===== src/rtl/ps2_key_fifo.sv =====
// rtl/ps2_key_fifo.sv - PS/2 keyboard receiver folding E0/F0 prefixes into key events buffered in a FWFT FIFO
// Optional build macro: PS2_BREAK_FILTER_EN (when defined, break events are consumed but never queued)
module ps2_key_fifo #(
    parameter int DEPTH   = 8,
    parameter int AW      = 3,
    parameter int TIMEOUT = 50000
) (
    input  logic          clk,
    input  logic          RSTN,
    input  logic          PS2_clk,
    input  logic          PS2_data,
    input  logic          rd_en,
    output logic [15:0]   key,
    output logic          key_valid,
    output logic [AW:0]   fifo_cnt,
    output logic          overflow,
    output logic          frame_err
);

    localparam int TW = $clog2(TIMEOUT + 1);

    typedef enum logic [1:0] {S_IDLE, S_DATA, S_PARITY, S_STOP} state_t;

    // Synchronizers; reset to 1 so the idle-high bus never looks like a fall
    logic          pclk_s1_q, pclk_s1_d, pclk_s2_q, pclk_s2_d, pclk_prev_q, pclk_prev_d;
    logic          pdat_s1_q, pdat_s1_d, pdat_s2_q, pdat_s2_d;

    // Deframer
    state_t        state_q, state_d;
    logic [2:0]    bit_cnt_q, bit_cnt_d;
    logic [7:0]    shift_q, shift_d;
    logic          par_q, par_d;
    logic [TW-1:0] tmo_q, tmo_d;
    logic          ext_q, ext_d, brk_q, brk_d;
    logic          push_q, push_d;
    logic [15:0]   push_data_q, push_data_d;
    logic          err_q, err_d;

    // FIFO
    logic [15:0]   mem_q [DEPTH];
    logic [15:0]   mem_d [DEPTH];
    logic [AW-1:0] wr_ptr_q, wr_ptr_d, rd_ptr_q, rd_ptr_d;
    logic [AW:0]   cnt_q, cnt_d;
    logic [15:0]   key_q, key_d;
    logic          ovf_q, ovf_d;

    logic          fall;
    logic          pop, full, wr, drop;

    assign fall      = pclk_prev_q & ~pclk_s2_q;
    assign key       = key_q;
    assign key_valid = (cnt_q != '0);
    assign fifo_cnt  = cnt_q;
    assign overflow  = ovf_q;
    assign frame_err = err_q;

    // Input synchronizer next-state
    always_comb begin
        pclk_s1_d   = PS2_clk;
        pclk_s2_d   = pclk_s1_q;
        pclk_prev_d = pclk_s2_q;
        pdat_s1_d   = PS2_data;
        pdat_s2_d   = pdat_s1_q;
    end

    // Frame deframer, prefix folding and inactivity timeout
    always_comb begin
        state_d     = state_q;
        bit_cnt_d   = bit_cnt_q;
        shift_d     = shift_q;
        par_d       = par_q;
        tmo_d       = tmo_q;
        ext_d       = ext_q;
        brk_d       = brk_q;
        push_d      = 1'b0;
        push_data_d = push_data_q;
        err_d       = 1'b0;

        case (state_q)
            S_IDLE: begin
                if (fall && !pdat_s2_q) begin
                    state_d   = S_DATA;
                    bit_cnt_d = 3'd0;
                end
            end
            S_DATA: begin
                if (fall) begin
                    shift_d   = {pdat_s2_q, shift_q[7:1]};
                    bit_cnt_d = bit_cnt_q + 3'd1;
                    if (bit_cnt_q == 3'd7) begin
                        state_d = S_PARITY;
                    end
                end
            end
            S_PARITY: begin
                if (fall) begin
                    par_d   = pdat_s2_q;
                    state_d = S_STOP;
                end
            end
            S_STOP: begin
                if (fall) begin
                    state_d = S_IDLE;
                    if (pdat_s2_q && (^{shift_q, par_q})) begin
                        if (shift_q == 8'hE0) begin
                            ext_d = 1'b1;
                        end else if (shift_q == 8'hF0) begin
                            brk_d = 1'b1;
                        end else begin
`ifdef PS2_BREAK_FILTER_EN
                            push_d = ~brk_q;
`else
                            push_d = 1'b1;
`endif
                            push_data_d = {brk_q, ext_q, 6'b0, shift_q};
                            ext_d       = 1'b0;
                            brk_d       = 1'b0;
                        end
                    end else begin
                        err_d = 1'b1;
                        ext_d = 1'b0;
                        brk_d = 1'b0;
                    end
                end
            end
            default: state_d = S_IDLE;
        endcase

        // Timeout only runs mid-frame; any fall restarts it
        if (state_q == S_IDLE || fall) begin
            tmo_d = '0;
        end else if (tmo_q == TW'(TIMEOUT - 1)) begin
            tmo_d   = '0;
            state_d = S_IDLE;
            err_d   = 1'b1;
            ext_d   = 1'b0;
            brk_d   = 1'b0;
        end else begin
            tmo_d = tmo_q + TW'(1);
        end
    end

    // FIFO bookkeeping; key register tracks the head and holds when empty
    always_comb begin
        pop  = rd_en && (cnt_q != '0);
        full = (cnt_q == (AW+1)'(DEPTH));
        wr   = push_q && (!full || pop);
        drop = push_q && full && !pop;

        mem_d = mem_q;
        if (wr) begin
            mem_d[wr_ptr_q] = push_data_q;
        end
        wr_ptr_d = wr ? wr_ptr_q + AW'(1) : wr_ptr_q;
        rd_ptr_d = pop ? rd_ptr_q + AW'(1) : rd_ptr_q;

        cnt_d = cnt_q;
        if (wr && !pop) begin
            cnt_d = cnt_q + (AW+1)'(1);
        end else if (pop && !wr) begin
            cnt_d = cnt_q - (AW+1)'(1);
        end

        key_d = (cnt_d != '0) ? mem_d[rd_ptr_d] : key_q;

        if (rd_en) begin
            ovf_d = 1'b0;
        end else if (drop) begin
            ovf_d = 1'b1;
        end else begin
            ovf_d = ovf_q;
        end
    end

    // State registers
    always_ff @(posedge clk or negedge RSTN) begin
        if (!RSTN) begin
            pclk_s1_q   <= 1'b1;
            pclk_s2_q   <= 1'b1;
            pclk_prev_q <= 1'b1;
            pdat_s1_q   <= 1'b1;
            pdat_s2_q   <= 1'b1;
            state_q     <= S_IDLE;
            bit_cnt_q   <= '0;
            shift_q     <= '0;
            par_q       <= 1'b0;
            tmo_q       <= '0;
            ext_q       <= 1'b0;
            brk_q       <= 1'b0;
            push_q      <= 1'b0;
            push_data_q <= '0;
            err_q       <= 1'b0;
            for (int i = 0; i < DEPTH; i++) begin
                mem_q[i] <= '0;
            end
            wr_ptr_q    <= '0;
            rd_ptr_q    <= '0;
            cnt_q       <= '0;
            key_q       <= '0;
            ovf_q       <= 1'b0;
        end else begin
            pclk_s1_q   <= pclk_s1_d;
            pclk_s2_q   <= pclk_s2_d;
            pclk_prev_q <= pclk_prev_d;
            pdat_s1_q   <= pdat_s1_d;
            pdat_s2_q   <= pdat_s2_d;
            state_q     <= state_d;
            bit_cnt_q   <= bit_cnt_d;
            shift_q     <= shift_d;
            par_q       <= par_d;
            tmo_q       <= tmo_d;
            ext_q       <= ext_d;
            brk_q       <= brk_d;
            push_q      <= push_d;
            push_data_q <= push_data_d;
            err_q       <= err_d;
            mem_q       <= mem_d;
            wr_ptr_q    <= wr_ptr_d;
            rd_ptr_q    <= rd_ptr_d;
            cnt_q       <= cnt_d;
            key_q       <= key_d;
            ovf_q       <= ovf_d;
        end
    end

endmodule


===== config.mk =====
export PLATFORM = sky130hd
export DESIGN_NAME = ps2_key_fifo
export DESIGN_NICKNAME = d
export VERILOG_FILES = /design/src/rtl/ps2_key_fifo.sv
export SDC_FILE = /design/constraint.sdc
export NUM_CORES = 1
export LEC_CHECK = 0
export BUFFER_PORTS_ARGS = -buffer_cell sky130_fd_sc_hd__buf_2
export CORE_MARGIN = 2
export CORE_UTILIZATION = 39
export DETAILED_ROUTE_END_ITERATION = 10
export PLACE_DENSITY = 0.62
export SLEW_MARGIN = 20
export SYNTH_ARGS = -nofsm -noshare
export SYNTH_HDL_FRONTEND = slang
export SYNTH_SLANG_ARGS = --single-unit

===== constraint.sdc =====
create_clock -name clk -period 6.6 [get_ports clk]
set_input_delay 0.33 -clock clk [delete_from_list [all_inputs] [get_ports clk]]
set_output_delay 0.33 -clock clk [all_outputs]
set_load 0.02 [all_outputs]

# Yosys cells after proc, flatten, opt, wreduce, memory -nomap -nowiden
# Index checks and enable logic that the tools add are counted.
dict set report totals {
  register_bits 204
  inputBits 5
  output_inout_bits 23
  elab_cells 127
}
dict set report op_classes {
  addsub 6
  magnitude_cmp 3
  eq_ne 10
  mux 49
  bitwise 6
  n_reduce_logical 25
}
# cell n
set op_table {}
lappend op_table {{bitwise mux 128 bit} 1}
lappend op_table {{2-to-1 mux 128 bit} 1}
lappend op_table {{2-to-1 mux 16 bit} 5}
lappend op_table {{binary-select mux 16 bit (select 3 bit)} 1}
lappend op_table {{demux 16 bit (select 3 bit)} 1}
lappend op_table {{2-to-1 mux 1 bit} 26}
lappend op_table {{adder 16 x 1 -> 16 bit (second input constant)} 1}
lappend op_table {{equality test 16 bit (second input constant)} 1}
lappend op_table {{equality test 8 bit (second input constant)} 2}
lappend op_table {{2-to-1 mux 2 bit} 7}
lappend op_table {{adder 3 x 1 -> 3 bit (second input constant)} 3}
lappend op_table {{logical AND 1 bit} 9}
lappend op_table {{2-to-1 mux 3 bit} 3}
lappend op_table {{XOR reduction 9 bit} 1}
lappend op_table {{greater-or-equal comparator 4 bit (second input constant)} 2}
lappend op_table {{2-to-1 mux 4 bit} 2}
lappend op_table {{inverter 3 -> 4 bit} 2}
lappend op_table {{one-hot mux 2 bit (4 select lines)} 1}
lappend op_table {{nonzero test 4 bit} 2}
lappend op_table {{one-hot mux 3 bit (2 select lines)} 1}
lappend op_table {{AND reduction 5 bit} 1}
lappend op_table {{adder 4 x 1 -> 4 bit (second input constant)} 1}
lappend op_table {{equality test 2 bit (second input constant)} 2}
lappend op_table {{equality test 4 bit (second input constant)} 1}
lappend op_table {{13 further kinds} 22}

# Logic depth before layout (Yosys ltp)
dict set report depth {
  ltp_word 10
  ltp_mapped 12
  depth_no_buf 10
}

# Worst setup path before layout
# OpenSTA, ideal clock, no wires.
dict set report synth_timing {
  kind {reg-to-reg}
  startpoint {register cnt_q[1] (netlist: fifo_cnt[1])}
  endpoint {register key_q[5] (netlist: key[5])}
  setup_ps 125
  arrival_ps 3246
  path_slack_ps 3229
  path_stages_with_launch 12
  period_less_slack_ps 3371
  path_cell_list {dfrtp_1 inv_1 ha_1 nor4bb_1 clkbuf_1 nor4_2 clkbuf_1 mux2_2 mux4_2 nor2_1 a21oi_1 mux2_2}
}
# element line
set synth_lines {}
lappend synth_lines {{start, declared} 43} ;# logic [AW:0] cnt_q, cnt_d;
lappend synth_lines {{start signal, assigned} 220} ;# cnt_q <= cnt_d;
lappend synth_lines {{end signal, assigned} 221} ;# key_q <= key_d;
lappend synth_lines {{end, declared} 44} ;# logic [15:0] key_q, key_d;

# Worst setup path in the final report
dict set report layout_timing {
  startpoint {register cnt_q[1] (netlist: fifo_cnt[1])}
  endpoint {register key_q[10] (netlist: key[10])}
}
dict set report layout_via {
  elab_chain_len 9
}
# element
set layout_rtl {}
lappend layout_rtl {{parallel branches: the longest is 9 deep, another holds 2-to-1 mux 128 bit}}
# Several ways; the timed one is not identified. The select of a mux whose other input is x is not followed.
# A chain may end at the register's enable or synchronous reset.

==> impl_metrics.yaml <==
clocking:
  cts-buffers-inserted: 23
  clk_pin_slew_ps: 60
  clk-insertion-delay-late_ps: 500
  ctsHtreeMaxLevel: 1
  cts_buffer_depth: 3
  cts_tree: "yes"
  cts_num_sinks: 204
  post_cts.resized_instances: 0
  cts.root.buffer_cell: "clkbuf_16"
power_and_ir_drop:
  ir_drop_worst_case_vdd_mv: 0.1648
  seqPwrFrac_pct: 39.1
  power.internal_uw: 2460
  power_per_unit_of_standard_cell_area_mw_per_mm2: 357.1
  power_frac_clock_pct: 31.9
  combPwrFrac_pct: 28.9
  switching_share_pct: 33.13
  power.net_switching_uw: 1219
  cellLeakagePower_uw: 0.005100
sta:
  setup_viol: 0
  max_clock_freq_ghz: 0.2327
  totalNegativeSetupSlack_ps: 0
  layout_worst_path_cycle_share_pct: 65.12
  finalWorstPathRequiredPeriod_ps: 4298
  hold_slack_ps: 227.2
  timing.clock.skew_ps: 7.585
  finalHoldViolCount: 0
  timing_worst_slew_pin_value_ps: 1071
  timing_max_transition_violations_final: 0
  maxSlewHeadroom_pct: 27.67
  rsz0062_at_grt: "no"
  postLayoutSetupSlackWorst_ps: 2302
die:
  fp.dieW_um: 156.7
  core_area_mm2: 0.02278
  floorplan.initialDensity_pct: 39.92
  die_h_um: 156.7
  boundaryPins: 28
  rows: 55
  design.die.area_mm2: 0.02455
detailed_routing:
  detail_route.first_pass.iterations: 4
  routed_via_density: 5.048
  detail_route.wirelength.met1_um: 8865
  routed.top_layer: "met4"
  number_of_drc_markers_after_the_initial_detailed_route_iteration: 294
  drt-wirelength-per-cell_um: 16.78
  met3RoutedLength_um: 770
  totalWireLength_um: 18410
  vias: 5538
  drc_errors_left: 0
  drt.antenna.violating_nets: 0
  routed-wl-met2_um: 8446
synth:
  synth_area_per_cell_um2: 12.22
  netlist_area_mm2: 0.009094
  netlist.area_leader.share_pct: 54.76
  ys_types: 63
  post_synth_main_area_contributors: "dfrtp_1 (55%), mux2_2 (10%), mux2i_1 (6.3%), mux4_2 (2.2%), nor2_1 (2.1%)"
  seq_area_frac_synth_pct: 56.21
  synth_largest_area_cell: "dfrtp_1"
  synth_top_cells_by_count: "dfrtp_1 (199), mux2_2 (82), mux2i_1 (57)"
  post_synth_inst_count: 744
  synth_warnings: 0
  synth-main-ff-cell: "dfrtp_1"
  async_reset_ff_share_pct: 100.0
  synth.most_common_cell: "dfrtp_1"
  synth.net_count: 756
  synth_edf_count: 0
  synth-seq-cells: 204
finish:
  final_net_count: 783
  drive_gt1_share_pct: 22.58
  area.growth.synth_to_final_pct: 13.29
  antenna_cells_inserted: 0
  fin_util_pct: 45.23
outcome:
  outcome: "finished, final reports clean"
setup_path:
  path_buf_inv: 2
  critical_path_s_top_delay_family: "compound AO/OA/AOI/OAI gates"
  end_kind: "flip-flop"
  timing.critical_path.cells: "inv_1 > ha_1 > or3b_1 > a221oi_4 > buf_4 > xnor2_1 > o41ai_1 > o221ai_1 > o21ai_0 > mux2i_1"
  critical_path_class: "reg2reg"
  critical_path.slowest_cell: "o41ai_1"
  critPathLaunchType: "flip-flop"
  critical-path-max-stage-delay_ps: 890
  cp_data_required_time_ps: 6930
  worst_ep_arrival_time_ps: 4630
  critical_path.max_fanout: 33
placed_design:
  hpwlAfterDp_um: 11770
  dp_slack_ps: 2340
  numPortBuffers: 27
  place_congestion: 0.7472
global_route:
  track_usage_pct: 15.83
  grt_antenna_before_repair: 0
  grt_start_max_net_pins: 94
  grt.overflow.total: 0
  grt_first_pass_wirelength_um: 30850
  first_global_vias: 5665
min_path:
  worstHoldPathType: "in2reg"
job:
  max_cap_viols: 0
-- area by class of cell --
type                       count  area, µm²
clock buffer                  32      659.4
inverter                      42      157.7
fill                        2076      12480
timing repair buffer          40      249.0
clock inverter                 6      33.78
sequential                   204       5111
multi-input combinational    460       3700
tap                          313      391.6
-- metal layers --
layer	up-vias	track usage, %
met4	0	3.976
met5	-	0
met1	2776	22.93
li1	2648	-
met3	28	2.354
met2	86	25.02
-- repair_timing --
| item | in CTS | in global routing |
|---|---|---|
| setup buffers | 0 | 0 |
| hold buffers | 3 | 0 |
| endpoints found under the hold margin | 90 | 0 |
-- stage by stage --
stage	std cells	instance area (µm²)	power [µW]
6_report	1097	10300	3679
5_1_grt	1097	10300	3894
4_1_cts	1097	10300	3739
3_5_place_dp	1056	9579	2545
3_3_place_gp	1056	9579	2535
2_1_floorplan	744	9094	2238
-- final timing paths --
check,startpoint,to,slack (ps),depth (start not counted)
worst max-delay path,fifo_cnt[1],key[10],2300,10
worst min-delay path,rd_en,overflow,230,2
worst max register to register,fifo_cnt[1],key[10],2300,10
worst min register to register,pclk_prev_d,pclk_prev_q,360,0
max in group asynchronous,RSTN,mem_q[18],4890,3
min in group asynchronous,RSTN,fifo_cnt[0],470,2
-- kinds of logic (layout without fill, tap and decap cells) --
group,Yosys count,in the layout,synth area share [%]
AOI/OAI and AO/OA,84,84,6.316
xor gates and xnor gates,28,28,2.697
adders and majority gates,7,7,0.9631
buffers and inverters,80,120,3.605
DFF,204,204,56.21
muxes,151,151,19.03
and+or+nand+nor,190,190,11.19
-- registers in the layout, indices dropped and copies added (netlist names), 2 cells and up --
register / flops
key: 16
wr_ptr_q: 3
push_data_q: 10
mem_q: 128
tmo_q: 16
state_q: 2
rd_ptr_q: 3
bit_cnt_q: 3
shift_q: 8
fifo_cnt: 4
-- layout by cell type, fill, tap and decap left out, types with 7 or more instances in the layout --
cell and n:
o22ai_1 18, nor2_1 52, nor2b_1 28, dfrtp_1 199, clkbuf_16 23, buf_2 26
nand2b_1 7, xnor2_1 16, o21ai_0 14, a21oi_1 13, buf_4 10, o221ai_1 7
mux2_2 82, nand3_1 13, and2_1 25, mux2i_1 57, mux4_2 9, ha_1 7
nand2_1 28, inv_1 40, xor2_1 11, o211ai_1 9
-- worst register-to-register path: cells and delay by family, from the launching register on --
family	cells	cell delay (ps)
compound gates	4	1860
buf+inv	2	690
simple gates	1	540
flops	1	450
fa+ha+maj	1	280
xor+xnor	1	230
mux	1	100
-- power groups by stage --
stage	sequential [µW]	combinational [µW]	clock (µW)
6_report	1440	1060	1170
5_1_grt	1460	1170	1260
4_1_cts	1440	1090	1210
3_5_place_dp	1460	1080	0
3_3_place_gp	1460	1070	0
2_1_floorplan	1490	746	0
Power figures use the tool's default switching activity.
